--- src/rtl/mem_arbiter_if.sv ---
// Fetch, load/store and memory bus bundle for mem_arbiter.
// slave: arbiter side; master: requesters and memory side.
interface mem_arbiter_if #(
  parameter int ADDR_W = 32
);
  logic              if_req;
  logic [ADDR_W-1:0] if_addr;
  logic              if_gnt;
  logic              if_rvalid;
  logic [31:0]       if_rdata;

  logic              d_req;
  logic              d_we;
  logic [1:0]        d_size;
  logic              d_unsigned;
  logic [ADDR_W-1:0] d_addr;
  logic [31:0]       d_wdata;
  logic              d_gnt;
  logic              d_rvalid;
  logic [31:0]       d_rdata;
  logic              d_err;

  logic              mem_en;
  logic [3:0]        mem_we;
  logic [ADDR_W-3:0] mem_addr;
  logic [31:0]       mem_wdata;
  logic [31:0]       mem_rdata;

  modport slave (
    input  if_req, if_addr,
    output if_gnt, if_rvalid, if_rdata,
    input  d_req, d_we, d_size, d_unsigned,
    input  d_addr, d_wdata,
    output d_gnt, d_rvalid, d_rdata, d_err,
    output mem_en, mem_we, mem_addr, mem_wdata,
    input  mem_rdata
  );

  modport master (
    output if_req, if_addr,
    input  if_gnt, if_rvalid, if_rdata,
    output d_req, d_we, d_size, d_unsigned,
    output d_addr, d_wdata,
    input  d_gnt, d_rvalid, d_rdata, d_err,
    input  mem_en, mem_we, mem_addr, mem_wdata,
    output mem_rdata
  );
endinterface

--- src/rtl/mem_arbiter.sv ---
// Fetch/data arbiter for a single-port 1-cycle memory.
// Ports: clk, rst (sync, high), bus (mem_arbiter_if.slave),
// stat_if_cnt/stat_d_cnt (live only with MEM_ARB_STATS_EN).
module mem_arbiter #(
  parameter int ADDR_W     = 32,
  parameter int STARVE_MAX = 4
) (
  input  logic        clk,
  input  logic        rst,
  mem_arbiter_if.slave bus,
  output logic [31:0] stat_if_cnt,
  output logic [31:0] stat_d_cnt
);
  localparam logic [3:0] SMAX = 4'(STARVE_MAX);

  typedef enum logic [1:0] {
    OWN_NONE,
    OWN_IF,
    OWN_D
  } owner_t;

  owner_t     owner_q, owner_d;
  logic [3:0] starve_q, starve_d;
  logic [1:0] size_q, off_q;
  logic       uns_q, err_q, store_q;
  logic       err_d, store_d;

  logic       if_win, d_win, mis;
  logic       sz_b, sz_h;
  logic [3:0] we_l;
  logic [31:0] wd_r;
  logic [7:0]  ld_b;
  logic [15:0] ld_h;
  logic [31:0] ld;

  // Fetch only beats a concurrent data request once starved out.
  assign if_win = !rst && bus.if_req &&
                  (!bus.d_req || starve_q == SMAX);
  assign d_win  = !rst && bus.d_req && !if_win;

  assign sz_b = bus.d_size == 2'd0;
  assign sz_h = bus.d_size == 2'd1;
  assign mis  = (sz_h && bus.d_addr[0]) ||
                (bus.d_size[1] && bus.d_addr[1:0] != 2'b00);

  always_comb begin
    we_l = 4'b1111;
    wd_r = bus.d_wdata;
    unique case (1'b1)
      sz_b: begin
        we_l = 4'b0001 << bus.d_addr[1:0];
        wd_r = {4{bus.d_wdata[7:0]}};
      end
      sz_h: begin
        we_l = 4'b0011 << {bus.d_addr[1], 1'b0};
        wd_r = {2{bus.d_wdata[15:0]}};
      end
      default: ;
    endcase
  end

  always_comb begin
    bus.if_gnt    = if_win;
    bus.d_gnt     = d_win;
    bus.mem_en    = 1'b0;
    bus.mem_we    = 4'b0000;
    bus.mem_addr  = '0;
    bus.mem_wdata = '0;
    owner_d       = OWN_NONE;
    err_d         = 1'b0;
    store_d       = 1'b0;
    unique case (1'b1)
      if_win: begin
        owner_d      = OWN_IF;
        bus.mem_en   = 1'b1;
        bus.mem_addr = bus.if_addr[ADDR_W-1:2];
      end
      d_win: begin
        owner_d = OWN_D;
        err_d   = mis;
        store_d = bus.d_we;
        if (!mis) begin
          bus.mem_en   = 1'b1;
          bus.mem_addr = bus.d_addr[ADDR_W-1:2];
          if (bus.d_we) begin
            bus.mem_we    = we_l;
            bus.mem_wdata = wd_r;
          end
        end
      end
      default: ;
    endcase
  end

  always_comb begin
    starve_d = 4'd0;
    if (bus.if_req && !if_win)
      starve_d = (starve_q == SMAX) ? SMAX : starve_q + 4'd1;
  end

  always_ff @(posedge clk) begin
    if (rst) begin
      owner_q  <= OWN_NONE;
      starve_q <= 4'd0;
      size_q   <= 2'd0;
      off_q    <= 2'd0;
      uns_q    <= 1'b0;
      err_q    <= 1'b0;
      store_q  <= 1'b0;
    end else begin
      owner_q  <= owner_d;
      starve_q <= starve_d;
      size_q   <= bus.d_size;
      off_q    <= bus.d_addr[1:0];
      uns_q    <= bus.d_unsigned;
      err_q    <= err_d;
      store_q  <= store_d;
    end
  end

  assign ld_b = bus.mem_rdata[{off_q, 3'b000} +: 8];
  assign ld_h = bus.mem_rdata[{off_q[1], 4'b0000} +: 16];

  always_comb begin
    ld = bus.mem_rdata;
    if (size_q == 2'd0)
      ld = {{24{~uns_q & ld_b[7]}}, ld_b};
    else if (size_q == 2'd1)
      ld = {{16{~uns_q & ld_h[15]}}, ld_h};
  end

  // Gating with rst cancels a response already in flight.
  assign bus.if_rvalid = !rst && owner_q == OWN_IF;
  assign bus.if_rdata  = bus.if_rvalid ? bus.mem_rdata : '0;
  assign bus.d_rvalid  = !rst && owner_q == OWN_D;
  assign bus.d_err     = bus.d_rvalid && err_q;
  assign bus.d_rdata   =
    (bus.d_rvalid && !err_q && !store_q) ? ld : '0;

`ifdef MEM_ARB_STATS_EN
  always_ff @(posedge clk) begin
    if (rst) begin
      stat_if_cnt <= '0;
      stat_d_cnt  <= '0;
    end else begin
      if (if_win) stat_if_cnt <= stat_if_cnt + 32'd1;
      if (d_win)  stat_d_cnt  <= stat_d_cnt + 32'd1;
    end
  end
`else
  assign stat_if_cnt = '0;
  assign stat_d_cnt  = '0;
`endif

endmodule

--- src/flat_wrapper.sv ---
// flat-port wrapper written by rule: the top's interface ports become plain ports
module mem_arbiter_flat 
#(
  parameter int ADDR_W     = 32,
  parameter int STARVE_MAX = 4
)
  (clk, rst, stat_if_cnt, stat_d_cnt, bus_if_req, bus_if_addr, bus_if_gnt, bus_if_rvalid, bus_if_rdata, bus_d_req, bus_d_we, bus_d_size, bus_d_unsigned, bus_d_addr, bus_d_wdata, bus_d_gnt, bus_d_rvalid, bus_d_rdata, bus_d_err, bus_mem_en, bus_mem_we, bus_mem_addr, bus_mem_wdata, bus_mem_rdata);
  mem_arbiter_if #(.ADDR_W(ADDR_W)) bus_i ();
  input  logic clk;
  input  logic rst;
  output logic [31:0] stat_if_cnt;
  output logic [31:0] stat_d_cnt;
  input wire logic [$bits(bus_i.if_req)-1:0] bus_if_req;
  input wire logic [$bits(bus_i.if_addr)-1:0] bus_if_addr;
  output wire logic [$bits(bus_i.if_gnt)-1:0] bus_if_gnt;
  output wire logic [$bits(bus_i.if_rvalid)-1:0] bus_if_rvalid;
  output wire logic [$bits(bus_i.if_rdata)-1:0] bus_if_rdata;
  input wire logic [$bits(bus_i.d_req)-1:0] bus_d_req;
  input wire logic [$bits(bus_i.d_we)-1:0] bus_d_we;
  input wire logic [$bits(bus_i.d_size)-1:0] bus_d_size;
  input wire logic [$bits(bus_i.d_unsigned)-1:0] bus_d_unsigned;
  input wire logic [$bits(bus_i.d_addr)-1:0] bus_d_addr;
  input wire logic [$bits(bus_i.d_wdata)-1:0] bus_d_wdata;
  output wire logic [$bits(bus_i.d_gnt)-1:0] bus_d_gnt;
  output wire logic [$bits(bus_i.d_rvalid)-1:0] bus_d_rvalid;
  output wire logic [$bits(bus_i.d_rdata)-1:0] bus_d_rdata;
  output wire logic [$bits(bus_i.d_err)-1:0] bus_d_err;
  output wire logic [$bits(bus_i.mem_en)-1:0] bus_mem_en;
  output wire logic [$bits(bus_i.mem_we)-1:0] bus_mem_we;
  output wire logic [$bits(bus_i.mem_addr)-1:0] bus_mem_addr;
  output wire logic [$bits(bus_i.mem_wdata)-1:0] bus_mem_wdata;
  input wire logic [$bits(bus_i.mem_rdata)-1:0] bus_mem_rdata;
  assign bus_i.if_req = bus_if_req;
  assign bus_i.if_addr = bus_if_addr;
  assign bus_if_gnt = bus_i.if_gnt;
  assign bus_if_rvalid = bus_i.if_rvalid;
  assign bus_if_rdata = bus_i.if_rdata;
  assign bus_i.d_req = bus_d_req;
  assign bus_i.d_we = bus_d_we;
  assign bus_i.d_size = bus_d_size;
  assign bus_i.d_unsigned = bus_d_unsigned;
  assign bus_i.d_addr = bus_d_addr;
  assign bus_i.d_wdata = bus_d_wdata;
  assign bus_d_gnt = bus_i.d_gnt;
  assign bus_d_rvalid = bus_i.d_rvalid;
  assign bus_d_rdata = bus_i.d_rdata;
  assign bus_d_err = bus_i.d_err;
  assign bus_mem_en = bus_i.mem_en;
  assign bus_mem_we = bus_i.mem_we;
  assign bus_mem_addr = bus_i.mem_addr;
  assign bus_mem_wdata = bus_i.mem_wdata;
  assign bus_i.mem_rdata = bus_mem_rdata;
  mem_arbiter #(.ADDR_W(ADDR_W), .STARVE_MAX(STARVE_MAX)) u_core (.clk(clk), .rst(rst), .bus(bus_i), .stat_if_cnt(stat_if_cnt), .stat_d_cnt(stat_d_cnt));
endmodule
--- config.mk ---
export PLATFORM = sky130hd
export DESIGN_NAME = mem_arbiter_flat
export DESIGN_NICKNAME = d
export VERILOG_FILES = /design/src/rtl/mem_arbiter_if.sv /design/src/rtl/mem_arbiter.sv /design/src/flat_wrapper.sv
export SDC_FILE = /design/constraint.sdc
export NUM_CORES = 1
export LEC_CHECK = 0
export CAP_MARGIN = 10
export CORE_AREA = 2 2 130 132
export CTS_BUF_LIST = sky130_fd_sc_hd__clkbuf_16
export CTS_CLUSTER_SIZE = 8
export DETAILED_ROUTE_END_ITERATION = 12
export DIE_AREA = 0 0 132 134
export PLACE_DENSITY = 0.68
export SKIP_CTS_REPAIR_TIMING = 1
export SLEW_MARGIN = 20
export SYNTH_ARGS = -nofsm -noshare
export SYNTH_HDL_FRONTEND = slang
export SYNTH_SLANG_ARGS = --single-unit
--- constraint.sdc ---
create_clock -name clk -period 2.5 [get_ports clk]
set_input_delay 0.625 -clock clk [delete_from_list [all_inputs] [get_ports clk]]
set_output_delay 0.625 -clock clk [all_outputs]
set_load 0.02 [all_outputs]
==> key figures, run 1 <==
Route
  – Routed wire per std cell: 16.8 µm
  – TritonRoute pass-1 iters: 4
  – DRT iter0 DRCs: 210
  – Total Wirelength: 16,100 µm
  – DRT antenna net count: 0
  – DRC violations left: 0
  – Via density: 4.26
  – Vias: 4,080

Logic synthesis
  – Post-synth EDFFs: 0
  – Synthesized cell area: 0.00317 mm²
  – #FFs+latches synth: 13
  – Async SR Flop Fraction: 0%
  – Sequential-to-total area share from yosys stat: 8.20%
  – Cell count after synthesis: 405
  – Yosys cell types: 46
  – Mean Syn Cell Area: 7.83 µm²
  – Post-synth top flop: dfxtp_1
  – YS warnings: 0

Worst setup path
  – Worst-path fanout max: 5
  – Crit path capture type: primary output
  – FF-to-FF path depth: 7
  – CP Capture Point: bus_d_rdata[24]
  – Critical Setup Path Class: in2out
  – Slowest cell on crit path: a2111oi_4
  – Register-to-register setup slack: 1050 ps
  – Crit path launch type: input port
  – WP buf/inv: 3
  – Cell mode on critical path: buf_12
  – Critical Path Start: rst
  – Crit path cell chain: buf_12 > nor3b_4 > o211ai_4 > buf_12 > a2111oi_4 > buf_4
  – CP Data Arrival Time: 1920 ps
  – CP Data Required Time: 1880 ps
  – CP peak stage delay: 280 ps
  – Critical path depth: 6
  – Reg2Reg Capture Point: u_core.err_q
  – CP top delay family: buffers and inverters
  – Reg2Reg Launch Point: u_core.starve_q[1]

Power
  – PwrDens: 223 mW/mm²
  – LEAKAGE: 0.00404 µW
  – Peak VDD IR: 0.257 mV
  – Power, Total: 1580 µW

Placement
  – Routability congestion estimate: 0.836
  – Hpwl dp: 12,200 µm
  – Port bufs: 269

Finish
  – Area grow syn2layout: 124%
  – Final core utilization: 43.6%
  – Multi-input logic area: 0.00287 mm²
  – NumNets Final: 877
  – Antenna cells: 0
  – Fillcell total: 1,604
  – Share of cells above drive strength 1: 38.1%
  – Sequential cell area: 265 µm²

Global route
  – Largest net degree at the start of global routing: 34
  – Grt total ovfl: 0
  – Vias in the first global route: 3,941
  – GRT Total Usage: 15.1%
  – First-pass GRT wire length: 21,600 µm
  – Initial antenna violation count: 1

Floorplan
  – Die width: 132 µm
  – Die Area: 0.0177 mm²
  – Die Ht: 134 µm
  – Starting density of the core: 19.5%
  – # rows: 47
  – Core area: 0.0163 mm²
  – Io pins: 336

CTS
  – Clock Latency Late Sink: 240 ps
  – # clock sinks: 13
  – CTS H-tree depth: 1
  – CTS root buf: clkbuf_16
  – CTS tree: built
  – Cts bufs inserted: 3
  – Clk buf depth: 2
  – Clock transition at path regs: 50 ps

Timing
  – Setup TNS: -63.3 ps
  – Fmax: 394 MHz
  – Clock skew: 4.62 ps
  – Pins Over Slew Limit: 0
  – Final Cycle Share: 102%
  – RSZ-0062 raised after global routing: true
  – Setup violators final: 2
  – Final Hold Fails: 0
  – Final setup margin: -40.7 ps
  – Minimum clock period: 2540 ps

Outcome
  – Status: complete, but fails checks
  – Failing checks: negative setup slack

Min path
  – Hold path cells: 2
  – HP Class: reg2reg

Job
  – Max Cap Viol: 0
-- cells in the mapped netlist (2+ instances only) --
cell type	count	area share (%)
a2111oi_0	10	2.8
a2111oi_2	20	9.5
a2111oi_4	2	1.7
a211oi_1	2	0.47
a22o_1	30	8.3
and2_1	33	6.5
and3_1	16	3.2
buf_2	16	2.5
buf_4	68	16
buf_6	3	1.1
clkbuf_1	8	0.95
clkbuf_2	3	0.47
dfxtp_1	13	8.2
ha_1	2	0.79
inv_1	40	4.7
mux2i_1	25	7.9
mux4_2	7	5.0
nand2_1	10	1.2
nand2b_1	3	0.59
nand3_1	2	0.32
nand4b_1	2	0.55
nor2_1	32	3.8
nor2b_1	7	1.4
nor3_1	20	3.2
o21ai_0	8	1.3
xnor2_1	3	0.83
-- worst min path at each step --
stage / start / to / slack [ps]
finish: u_core.starve_q[0] / u_core.starve_q[0] / 510
global route: u_core.starve_q[0] / u_core.starve_q[0] / 530
CTS: u_core.starve_q[0] / u_core.starve_q[0] / 520
detailed placement: u_core.starve_q[0] / u_core.starve_q[0] / 520
global placement: u_core.starve_q[0] / u_core.starve_q[0] / 510
floorplan: u_core.starve_q[0] / u_core.starve_q[0] / 430
-- where the power goes --
part | internal, µW | switching (µW) | leakage, µW
Sequential | 217 | 9.24 | 0.000108
Combinational | 507 | 554 | 0.00389
Clock | 212 | 85.5 | 0.0000409
Total | 936 | 648 | 0.00404
-- registers in the layout (all words and copies together), names as in the netlist --
name and cells:
u_core.err_q 1, u_core.off_q 2, u_core.owner_q 2, u_core.size_q 2, u_core.starve_q 4, u_core.store_q 1, u_core.uns_q 1
-- layout make-up --
type	count	area share, %
repair buffers	364	48.8
multi-input cells	317	40.4
well taps	220	3.88
flip-flops and latches	13	3.74
inverters	40	2.11
clock buffers	3	1.06
clock inverters	1	0.0705
-- layout by cell type, fill, tap and decap left out, types with 10 or more instances in the layout --
| master | n |
|---|---|
| a22o_1 | 29 |
| nand2_1 | 10 |
| nor2_1 | 26 |
| buf_12 | 12 |
| clkdlybuf4s50_1 | 101 |
| inv_1 | 38 |
| clkbuf_2 | 49 |
| buf_4 | 113 |
| dlymetal6s2s_1 | 67 |
| mux2i_1 | 23 |
| conb_1 | 64 |
| nor3_2 | 11 |
| a2111oi_4 | 25 |
| and2_1 | 33 |
| and3_1 | 16 |
-- per-layer routing --
| layer | vias to the layer above | part of all wire (%) | GRT usage (%) |
|---|---|---|---|
| met5 | - | 0.074 | 0 |
| met4 | 2 | 0.97 | 2.54 |
| met3 | 12 | 5.8 | 3.55 |
| met2 | 143 | 51 | 26.7 |
| met1 | 1954 | 42 | 18.9 |
| li1 | 1969 | - | - |
-- per-stage QoR --
stage,hold slack (ps),worst slack [ps],area (µm²),std cells
3_3_place_gp,509,-870,6640,940
2_1_floorplan,430,-220,3620,468
6_report,512,-40.7,7100,958
5_1_grt,531,-78.4,7100,958
4_1_cts,522,-914,6720,944
3_5_place_dp,516,-906,6640,940
-- logic make-up after synthesis --
group / after synthesis / share of synthesized area [%]
buf+inv: 138 / 25.8
simple gates: 134 / 23.4
compound gates: 80 / 27.4
mux: 33 / 13.2
flops: 13 / 8.20
xor+xnor: 4 / 1.10
fa+ha+maj: 2 / 0.789
other cells: 1 / 0.118
-- tightest hold or removal path, delay by kind of cell (launching register included) --
| family | cells | cell delay (ps) |
|---|---|---|
| buffers and inverters | 1 | 110 |
| and+or+nand+nor | 1 | 40 |
| DFF | 1 | 330 |
Power figures use the tool's default switching activity.
==> run 2: changes to the inputs <==
SETUP_SLACK_MARGIN = 0.02   (was not set)
==> run 2 against run 1 <==
Effect of this change:
- the flow still finishes with violations (negative setup slack)
- die area unchanged
- global-route usage rose by 0.21 points
- first-iteration DRC count shrank 8.6%
- register-to-register slack improved by 60 ps
- highest routed layer is now met4
- clock power decreased by 4%
- clock-buffer cell count unchanged
- utilization rose by 1.9 points
==> key figures, run 2 (synthesized netlist as in run 1, its figures left out) <==
CTS
  – Cts bufs inserted: 3 (unchanged)
  – Clk buf depth: 2 (unchanged)
  – Clock transition at path regs: 40 ps (was 50 ps)
  – Clock Latency Late Sink: 240 ps (about the same)
  – CTS tree: built (unchanged)
  – CTS H-tree depth: 1 (unchanged)
  – CTS root buf: clkbuf_16 (unchanged)
  – # clock sinks: 13 (unchanged)

Finish
  – NumNets Final: 894 (was 877)
  – Most frequent cells in the layout: buf_4, clkdlybuf4s50_1, conb_1 (was buf_4, clkdlybuf4s50_1, dlymetal6s2s_1)
  – Antenna cells: 0 (unchanged)
  – Non-filler cells in the finished layout: 975 (was 958)
  – Final core utilization: 45.5% (was 43.6%)
  – Largest register by flop count: u_core.starve_q (unchanged)
  – Max reg flops: 4 (unchanged)
  – Commonest non-fill, non-tap cell in the layout: buf_4 (unchanged)
  – Share of cells above drive strength 1: 40.7% (was 38.1%)
  – Fillcell total: 1,587 (was 1,604)
  – Area grow syn2layout: 134% (was 124%)

Floorplan
  – Die Ht: 134 µm (unchanged)
  – Io pins: 336 (unchanged)
  – Die width: 132 µm (unchanged)
  – Die Area: 0.0177 mm² (unchanged)
  – Starting density of the core: 19.5% (unchanged)
  – # rows: 47 (unchanged)
  – Core area: 0.0163 mm² (unchanged)

Global route
  – First-pass GRT wire length: 22,100 µm (was 21,600 µm)
  – Initial antenna violation count: 0 (was 1)
  – Largest net degree at the start of global routing: 47 (was 34)
  – Grt total ovfl: 0 (unchanged)
  – Vias in the first global route: 4,043 (was 3,941)
  – GRT Total Usage: 15.3% (was 15.1%)

Worst setup path
  – CP peak stage delay: 520 ps (was 280 ps)
  – FF-to-FF path depth: 7 (unchanged)
  – Worst-path fanout max: 2 (was 5)
  – Crit path capture type: primary output (unchanged)
  – Reg2Reg Launch Point: u_core.starve_q[0] (was u_core.starve_q[1])
  – CP Data Arrival Time: 1960 ps (was 1920 ps)
  – Critical Setup Path Class: in2out (unchanged)
  – CP top delay family: buffers and inverters (unchanged)
  – Crit path launch type: input port (unchanged)
  – CP Data Required Time: 1880 ps (about the same)
  – Crit path cell chain: clkdlybuf4s50_1 > mux4_2 > nor2_4 > a2111oi_4 > buf_4 (was buf_12 > nor3b_4 > o211ai_4 > buf_12 > a2111oi_4 > buf_4)
  – WP buf/inv: 2 (was 3)
  – Slowest cell on crit path: mux4_2 (was a2111oi_4)
  – Register-to-register setup slack: 1110 ps (was 1050 ps)
  – Reg2Reg Capture Point: u_core.err_q (unchanged)

Power
  – Switch share: 40.9% (about the same)
  – PwrDens: 222 mW/mm² (was 223 mW/mm²)
  – Clock power share: 17.4% (was 18.8%)
  – Combinational fraction of design power: 68.9% (was 66.9%)
  – LEAKAGE: 0.00403 µW (was 0.00404 µW)
  – Seq pwr share: 13.7% (was 14.3%)
  – Internal: 974 µW (was 936 µW)
  – Peak VDD IR: 0.152 mV (was 0.257 mV)
  – NetSw: 674 µW (was 648 µW)

Min path
  – HP Class: reg2reg (unchanged)
  – HP Start: u_core.starve_q[3] (was u_core.starve_q[0])
  – Hold path cells: 2 (unchanged)
  – Worst Hold End: u_core.starve_q[3] (was u_core.starve_q[0])

Route
  – Via density: 4.26 (about the same)
  – Total Wirelength: 16,900 µm (was 16,100 µm)
  – Vias: 4,158 (was 4,080)
  – M1 WL: 7330 µm (was 6750 µm)
  – Max layer used: met4 (was met5)
  – DRT iter0 DRCs: 192 (was 210)
  – DRT antenna net count: 0 (unchanged)
  – Routed wire per std cell: 17.3 µm (was 16.8 µm)
  – DRC violations left: 0 (unchanged)
  – Met3 wire length: 917 µm (was 941 µm)
  – TritonRoute pass-1 iters: 4 (unchanged)
  – Met2 routed WL: 8370 µm (was 8260 µm)

Timing
  – Clock skew: 2.15 ps (was 4.62 ps)
  – Minimum clock period: 2590 ps (was 2540 ps)
  – Fmax: 386 MHz (was 394 MHz)
  – WHS: 528 ps (was 512 ps)
  – RSZ-0062 raised after global routing: true (unchanged)
  – Final Cycle Share: 104% (was 102%)
  – Final setup margin: -89.7 ps (was -40.7 ps)
  – Pins Over Slew Limit: 0 (unchanged)
  – Final Hold Fails: 0 (unchanged)
  – Setup violators final: 10 (was 2)

Placement
  – Dpl cells: 949 (was 940)
  – Port bufs: 269 (unchanged)
  – Routability congestion estimate: 0.823 (was 0.836)
  – Hpwl dp: 12,300 µm (was 12,200 µm)

Job
  – Max Cap Viol: 0 (unchanged)

Outcome
  – Status: complete, but fails checks (unchanged)
  – Failing checks: negative setup slack (unchanged)
[run 2: per-layer routing]
metal	vias to the layer above	track usage, %
li1	2002	-
met1	1980	19.7
met2	157	27.3
met3	19	2.04
met4	0	3.14
met5	-	0
[run 2: worst reg2reg max path, stage by stage (launching register included)]
cell,delay (ps)
dfxtp_1,330
inv_2,50
ha_4,150
nand3b_1,160
buf_4,150
nor2_1,50
buf_4,130
nor4_1,270
[run 2: stage by stage]
stage               TNS [ps]  setup WS [ps]  total power [µW]  area, µm²
CTS                  -107660           -923              1550       6920
global placement     -105680           -929              1250       6840
floorplan              -1290           -204               790       3720
finish                  -248          -89.7              1650       7410
global route           -2090           -142              1720       7410
detailed placement   -106440           -920              1260       6840
[run 2: cell type report]
cell class                      instances  area (µm²)  area share [%]
Clock buffer                            3        75.1            1.01
Clock inverter                          1        3.75          0.0506
Timing Repair Buffer                  381        3640            49.1
Multi-Input combinational cell        317        3000            40.5
Sequential cell                        13         264            3.56
Tap cell                              220         275            3.71
Inverter                               40         154            2.08
[run 2: worst max path at each step]
stage	from	end	depth (start not counted)
floorplan	rst	bus_d_rdata[0]	3
global placement	rst	bus_d_rdata[1]	5
detailed placement	rst	bus_d_rdata[3]	6
CTS	rst	bus_d_rdata[3]	6
global route	rst	bus_d_rdata[6]	6
finish	bus_mem_rdata[12]	bus_d_rdata[4]	5
[run 2: power by group through the flow]
| stage | sequential (µW) | clock (µW) | combinational, µW |
|---|---|---|---|
| 2_1_floorplan | 224 | 0 | 565 |
| 3_3_place_gp | 229 | 0 | 1020 |
| 3_5_place_dp | 229 | 0 | 1030 |
| 4_1_cts | 226 | 294 | 1030 |
| 5_1_grt | 227 | 302 | 1200 |
| 6_report | 226 | 287 | 1140 |
